<file path="src/rtl/cla_sum_stage.sv">
// cla_sum_stage: sum/flag stage that follows the carry-lookahead network.
// It forms the sum, carry-out, signed-overflow and zero flags from the
// per-bit propagate and carry-in vectors. The results leave through a
// valid/ready interface. A 2-entry skid buffer (OUT + SKD) allows full
// throughput while ready_o comes straight from the state register.
module cla_sum_stage #(
    parameter int WIDTH = 64
) (
    input  logic             clk_i,
    input  logic             rst_i,
    input  logic             valid_i,
    output logic             ready_o,
    input  logic [WIDTH-1:0] p_i,
    input  logic [WIDTH-1:0] c_i,
    input  logic             cout_i,
    output logic             valid_o,
    input  logic             ready_i,
    output logic [WIDTH-1:0] sum_o,
    output logic             cout_o,
    output logic             ovf_o,
    output logic             zero_o
);

    localparam int NGRP = WIDTH / 4;
    // Stored result layout: {zero, ovf, cout, sum}.
    localparam int RW   = WIDTH + 3;

    typedef enum logic [1:0] {
        EMPTY = 2'd0,
        ONE   = 2'd1,
        TWO   = 2'd2
    } state_t;

    state_t          state_q, state_d;
    logic [RW-1:0]   out_q, out_d;
    logic [RW-1:0]   skd_q, skd_d;

    logic [WIDTH-1:0] sum_w;
    logic [NGRP-1:0]  grp_zero;
    logic [RW-1:0]    result;
    logic             in_xfer;
    logic             out_xfer;

    // Each 4-bit group matches one lookahead group. The sum is formed
    // per group, and each group reports whether its nibble is zero.
    for (genvar gi = 0; gi < NGRP; gi++) begin : g_grp
        assign sum_w[4*gi +: 4] = p_i[4*gi +: 4] ^ c_i[4*gi +: 4];
        assign grp_zero[gi]     = ~|sum_w[4*gi +: 4];
    end

    // Overflow: carry into the sign bit differs from carry out of it.
    assign result = {&grp_zero, c_i[WIDTH-1] ^ cout_i, cout_i, sum_w};

    // Handshake flags are decoded from the state register only.
    assign ready_o  = (state_q != TWO);
    assign valid_o  = (state_q != EMPTY);
    assign in_xfer  = valid_i & ready_o;
    assign out_xfer = valid_o & ready_i;

    assign sum_o  = out_q[WIDTH-1:0];
    assign cout_o = out_q[WIDTH];
    assign ovf_o  = out_q[WIDTH+1];
    assign zero_o = out_q[WIDTH+2];

    // Next-state and storage update for the two-entry skid buffer.
    always_comb begin
        state_d = state_q;
        out_d   = out_q;
        skd_d   = skd_q;
        case (state_q)
            EMPTY: begin
                if (in_xfer) begin
                    state_d = ONE;
                    out_d   = result;
                end
            end
            ONE: begin
                if (in_xfer && out_xfer) begin
                    out_d = result;
                end else if (in_xfer) begin
                    // Downstream is stalled, so OUT keeps its value and the new result goes to SKD.
                    state_d = TWO;
                    skd_d   = result;
                end else if (out_xfer) begin
                    state_d = EMPTY;
                end
            end
            TWO: begin
                // ready_o is low here, so only the drain can happen.
                if (out_xfer) begin
                    state_d = ONE;
                    out_d   = skd_q;
                end
            end
            default: begin
                state_d = EMPTY;
            end
        endcase
    end

    // State and storage registers; reset discards any held results.
    always_ff @(posedge clk_i or posedge rst_i) begin
        if (rst_i) begin
            state_q <= EMPTY;
            out_q   <= '0;
            skd_q   <= '0;
        end else begin
            state_q <= state_d;
            out_q   <= out_d;
            skd_q   <= skd_d;
        end
    end

endmodule

</file>
<file path="config.mk">
export PLATFORM = sky130hd
export DESIGN_NAME = cla_sum_stage
export DESIGN_NICKNAME = d
export VERILOG_FILES = /design/src/rtl/cla_sum_stage.sv
export SDC_FILE = /design/constraint.sdc
export NUM_CORES = 1
export LEC_CHECK = 0
export CAP_MARGIN = 25
export CORE_ASPECT_RATIO = 1.4
export CORE_MARGIN = 3
export CORE_UTILIZATION = 47
export CTS_BUF_LIST = sky130_fd_sc_hd__clkbuf_16
export DETAILED_ROUTE_END_ITERATION = 8
export HOLD_SLACK_MARGIN = 0.05
export PLACE_DENSITY = 0.79
export SYNTH_ARGS = -nofsm -noshare
export SYNTH_HDL_FRONTEND = slang
export SYNTH_SLANG_ARGS = --single-unit
</file>
<file path="constraint.sdc">
create_clock -name clk_i -period 6.59 [get_ports clk_i]
set_clock_uncertainty 0.1 [all_clocks]
set_input_delay 1.318 -clock clk_i [delete_from_list [all_inputs] [get_ports clk_i]]
set_output_delay 1.318 -clock clk_i [all_outputs]
set_load 0.005 [all_outputs]
</file>
* Yosys cells after proc, flatten, opt, wreduce, memory -nomap -nowiden *
Index checks and enable logic that the tools add are counted.

storage, ports and cells
  logic and storage cells = 81
  bits in registers = 136
  output and inout port bits = 69
  bits of input ports = 133

cells by class
  reductions and logical operators = 40
  bitwise operators = 20
  equal/unequal tests = 8
  multiplexer cells = 10

operator list
  operator                                                                number
  67-bit two-way mux                                                      3
  67-bit case mux with 3 select lines                                     1
  4-bit OR reduction                                                      16
  4-bit XOR                                                               16
  1-bit logical NOT                                                       16
  16-bit AND reduction                                                    1
  2-bit two-way mux                                                       5
  2-bit != test (second input constant)                                   5
  4-bit AND reduction                                                     2
  2-bit case mux with 3 select lines                                      1
  3-bit != test (second input constant)                                   1
  3-bit AND reduction                                                     1
  3-bit nonzero test                                                      1
  1-bit bitwise AND                                                       2
  2-bit by 1-bit equality test with 1-bit output (second input constant)  1
  2-bit equality test (second input constant)                             1
  2-bit logical NOT                                                       1
  2-bit nonzero test                                                      1
  1-bit logical AND                                                       1
  1-bit NOT                                                               1
  1-bit XOR                                                               1

* Longest topological paths before layout *
  word-level depth = 6
  gate-level depth with buffers = 7
  depth with buffers taken out = 5

* Worst setup path before layout *
Ideal clock, no wire load.

  path kind = register to output
  start point = reg state_q[0]
  end point = out ready_o
  buffers on the path = 3
  data required time = 5.172 ns
  stages on the path, launching flop included = 5
  slack = 4.204 ns
  data arrival time = 0.968 ns
  path through = dfrtp_1 -> nand2b_1 -> buf_2 -> buf_6 -> buf_6

on the way
  cells in the longest elaborated chain, start to end = 1

ends and longest elaborated chain
  item                    RTL line  source
  start, declared         34        state_t state_q, state_d;
  start signal, assigned  108       state_q <= state_d;
  2-bit != test           55        assign ready_o = (state_q != TWO);
  end, declared           12        output logic ready_o,

No other way between the ends.

* Final worst setup path *
  start point = in valid_i
  end point = reg out_q[25]

on the way
  cells in the longest elaborated chain, start to end = 4
  elaborated cells on any way between the ends = 5
  those cells by class = eq/ne (2); bitwise (1); reduce/logical (2)

ends and longest elaborated chain
  item                                      RTL line  source
  start, declared                           11        input logic valid_i,
  1-bit bitwise AND (*)                     57        assign in_xfer = valid_i & ready_o;
  1-bit logical AND                         78        if (in_xfer && out_xfer) begin
  2-bit != test (no source line)            n/a
  4-bit AND reduction (no source line) (*)  n/a
  end signal, assigned                      109       out_q <= out_d;
  end, declared                             35        logic [RW-1:0] out_q, out_d;

Mark *: on every way between the ends. The rest lies on a longest branch, timed or not.
A chain may end at the register's enable or synchronous reset.

==> metrics.log <==
INFO  metric outcome = finished, final reports clean
INFO  metric rsz0062_at_grt = no
INFO  metric cp_max_fo = 84
INFO  metric grt_first_pass_wirelength = 26.9 mm
INFO  metric clock_insertion_delay_worst_skew = 0.41 ns
INFO  metric worstHoldPathType = reg2reg
INFO  metric area_contributors_post_synth = dfrtp_1 54%, xnor2_1 9.1%, nand2_1 8.1%
INFO  metric vias_in_the_first_global_route = 5455
INFO  metric depth_of_the_most_critical_reg_to_reg_path = 6
INFO  metric number_of_pins_with_negative_max_slew_slack_in_the_final_report = 0
INFO  metric slew_headroom = 44.9%
INFO  metric number_of_antenna_repair_diodes = 0
INFO  metric syn_area = 6280 sq um
INFO  metric worst_ep_required_time = 6.82 ns
INFO  metric synth_most_common_cell = dfrtp_1
INFO  metric antenna_found_initial = 0
INFO  metric achievable-frequency = 284 MHz
INFO  metric cp_cell_sequence = clkdlybuf4s50_1 > nor2b_2 > nand2_1 > nand2_4 > buf_4 > nor2_1 > a21oi_1
INFO  metric cts_post_setup_buffers_inserted = 0
INFO  metric hold_path_end = skd_q[60]
INFO  metric global_route.usage.total = 22.8%
INFO  metric timing.final.crit_share = 53.4%
INFO  metric initial_utilization = 48.6%
INFO  metric ff_latch_count_synth = 136
INFO  metric clock_tree_from_tritoncts = yes
INFO  metric place.detailed.hpwl = 12.1 mm
INFO  metric maxCapViolations = 0
INFO  metric htree_num_levels = 4
INFO  metric critPathKind = in2reg
INFO  metric timing.final.crit_period = 3.52 ns
INFO  metric area_grow_syn2layout = 42.5%
INFO  metric postCtsHoldBufs = 0
INFO  metric postRouteWirelength = 16.9 mm
INFO  metric drtIter0Drc = 251
INFO  metric max-vdd-ir-drop = 215 uV
INFO  metric ff2ff_setup_slack = 4.01 ns
INFO  metric synthMuxAreaShare = 0.159%
INFO  metric hold_viol = 0
INFO  metric yosys_warnings = 0
INFO  metric placement.cell_area = 8280 sq um
INFO  metric synth_simple_gate_area_share = 15.3%
INFO  metric max_root_sink_buffers = 2
INFO  metric grt_remaining_overflow = 0
INFO  metric gp_congestion = 0.792
INFO  metric min-delay-start = skd_q[60]
INFO  metric synth_area_per_cell = 9.21 sq um
INFO  metric synth_top_area_share = 54.2%
INFO  metric synthArstFlopShare = 100%
INFO  metric dieHeight = 143 um
INFO  metric reg2reg_from = state_q[1]
INFO  metric cts_made_buffers = 17
INFO  metric synth-edff-count = 0
INFO  metric worstPathArrival = 3.74 ns
INFO  metric post-route-drc-count = 0
INFO  metric setup_viols_final = 0
INFO  metric postCtsResizedCells = 0
INFO  metric totalNegativeSetupSlack = 0 ns
INFO  metric clkSinkCount = 136
INFO  metric io-pin-count = 202
INFO  metric synth_seq_area_share = 54.2%
INFO  metric port_buffers = 201
INFO  metric endpoint_of_the_worst_slack_reg_to_reg_timing_path = out_q[25]
INFO  metric root_buffer = clkbuf_16
INFO  metric cp-start-kind = input pin
INFO  metric postLayoutCellArea = 8950 sq um
INFO  metric yosys_most_used_dff = dfrtp_1
INFO  metric crit_slowest_cell = buf_4
INFO  metric synth_fp_nets = 815
INFO  metric yosys_top_cell_by_area = dfrtp_1
INFO  metric die_area = 14800 sq um
INFO  metric fin_cells = 1053
INFO  metric yosys.area_share.adder = 0%
INFO  metric place_inst = 1021
INFO  metric drt_first_pass_iters = 5
INFO  metric syn_inst = 682
INFO  metric cellLeakagePower = 3.78 nW
INFO  metric die_width = 104 um
INFO  metric avgViaCountPerCell = 5.25
INFO  metric wl_per_cell = 16.1 um
INFO  metric synth_top_family_by_area = compound AO/OA/AOI/OAI gates
INFO  metric ant_nets = 0
INFO  metric endpoint_kind = register
INFO  metric dr_total_vias = 5527
INFO  metric cts.reportedPaths.clkPinSlew = 0.06 ns
INFO  metric yosys-top-cells-count = 136 x dfrtp_1, 135 x nand2_1, 84 x o21ai_1
INFO  metric core_region_area = 12900 sq um
INFO  metric fraction_of_the_mapped_netlist_area_in_compound_gates = 16.2%
INFO  metric tightestPinTransition = 0.827 ns
INFO  metric hold-path-cell-count = 2
INFO  metric synth-xor-area-share = 9.06%
INFO  metric finish.utilization = 69.2%
INFO  metric row_count = 49
INFO  metric grt_max_degree = 108
INFO  metric synth.lib_cells_used.distinct = 26
INFO  metric drive_gt1_share = 4.69%
INFO  metric critical_path_max_stage_delay = 0.76 ns
INFO  metric worst_hold_slack = 0.380 ns
INFO  metric nets = 996
INFO  metric power.density = 369 nW/um^2
==> registers in the layout, summed over array words and instances, names as in the netlist <==
name / flops
out_q: 67
skd_q: 67
state_q: 2
==> metrics by stage <==
step	setup slack (ns)	total power [mW]
2_1_floorplan	1.53	1.74
3_3_place_gp	2.87	2.20
3_5_place_dp	2.72	2.25
4_1_cts	3.12	3.33
5_1_grt	2.83	3.49
6_report	3.07	3.31
==> critical path: cells and delay by family <==
kind / cells / cell delay [ns]
AOI/OAI and AO/OA: 1 / 0.19
buffers and inverters: 2 / 1.26
and+or+nand+nor: 4 / 0.94
==> worst max-delay path by stage <==
stage	start	to	cells after the start
floorplan	rst_i	out_q[0]	1
global placement	valid_i	out_q[31]	6
detailed placement	valid_i	out_q[31]	7
CTS	valid_i	out_q[25]	7
global route	valid_i	out_q[25]	7
finish	valid_i	out_q[25]	7
==> routing by layer <==
| metal | track usage, % | vias to the layer above | wire length [um] |
|---|---|---|---|
| met5 | 0 | - | 0 |
| met4 | 9.80 | 0 | 578 |
| met3 | 5.47 | 36 | 928 |
| met2 | 40.6 | 190 | 8980 |
| met1 | 26.6 | 2651 | 6450 |
| li1 | - | 2650 | - |
==> cells in the final DEF, fill, tap and decap left out <==
cell / instances
a21oi_1: 68
a31oi_1: 1
and4b_1: 1
buf_12: 1
buf_16: 1
buf_4: 3
bufinv_16: 6
clkbuf_16: 17
clkdlybuf4s50_1: 201
clkinv_1: 1
clkinv_2: 2
clkinv_4: 1
clkinvlp_4: 2
dfrtp_1: 136
inv_1: 1
inv_6: 2
mux2i_1: 1
nand2_1: 135
nand2_4: 1
nand2b_4: 3
nand3b_1: 1
nand4_1: 17
nor2_1: 67
nor2b_1: 1
nor2b_2: 1
nor4_1: 4
o21ai_0: 49
o21ai_1: 84
o22ai_1: 1
or2_2: 1
xnor2_1: 65
==> layout make-up <==
type,count,area [sq um]
sequential,136,3400
timing repair buffer,206,2080
tap,178,223
clock inverter,14,230
inverter,1,8.76
multi-input combinational,501,2580
fill,994,3990
clock buffer,17,425
==> cell families (layout without fill, tap and decap cells) <==
kind of cell	count (synthesis)	count (layout)
compound gates	203	203
flops	136	136
xor+xnor	65	65
buf+inv	45	238
simple gates	232	232
mux	1	1
==> power by group <==
| group | leakage [nW] | total, mW | internal, mW | switching, mW |
|---|---|---|---|---|
| sequential | 1.60 | 1.32 | 1.14 | 0.182 |
| combinational | 1.86 | 0.926 | 0.498 | 0.427 |
| clock | 0.318 | 1.06 | 0.704 | 0.352 |
Power figures use the tool's default switching activity.
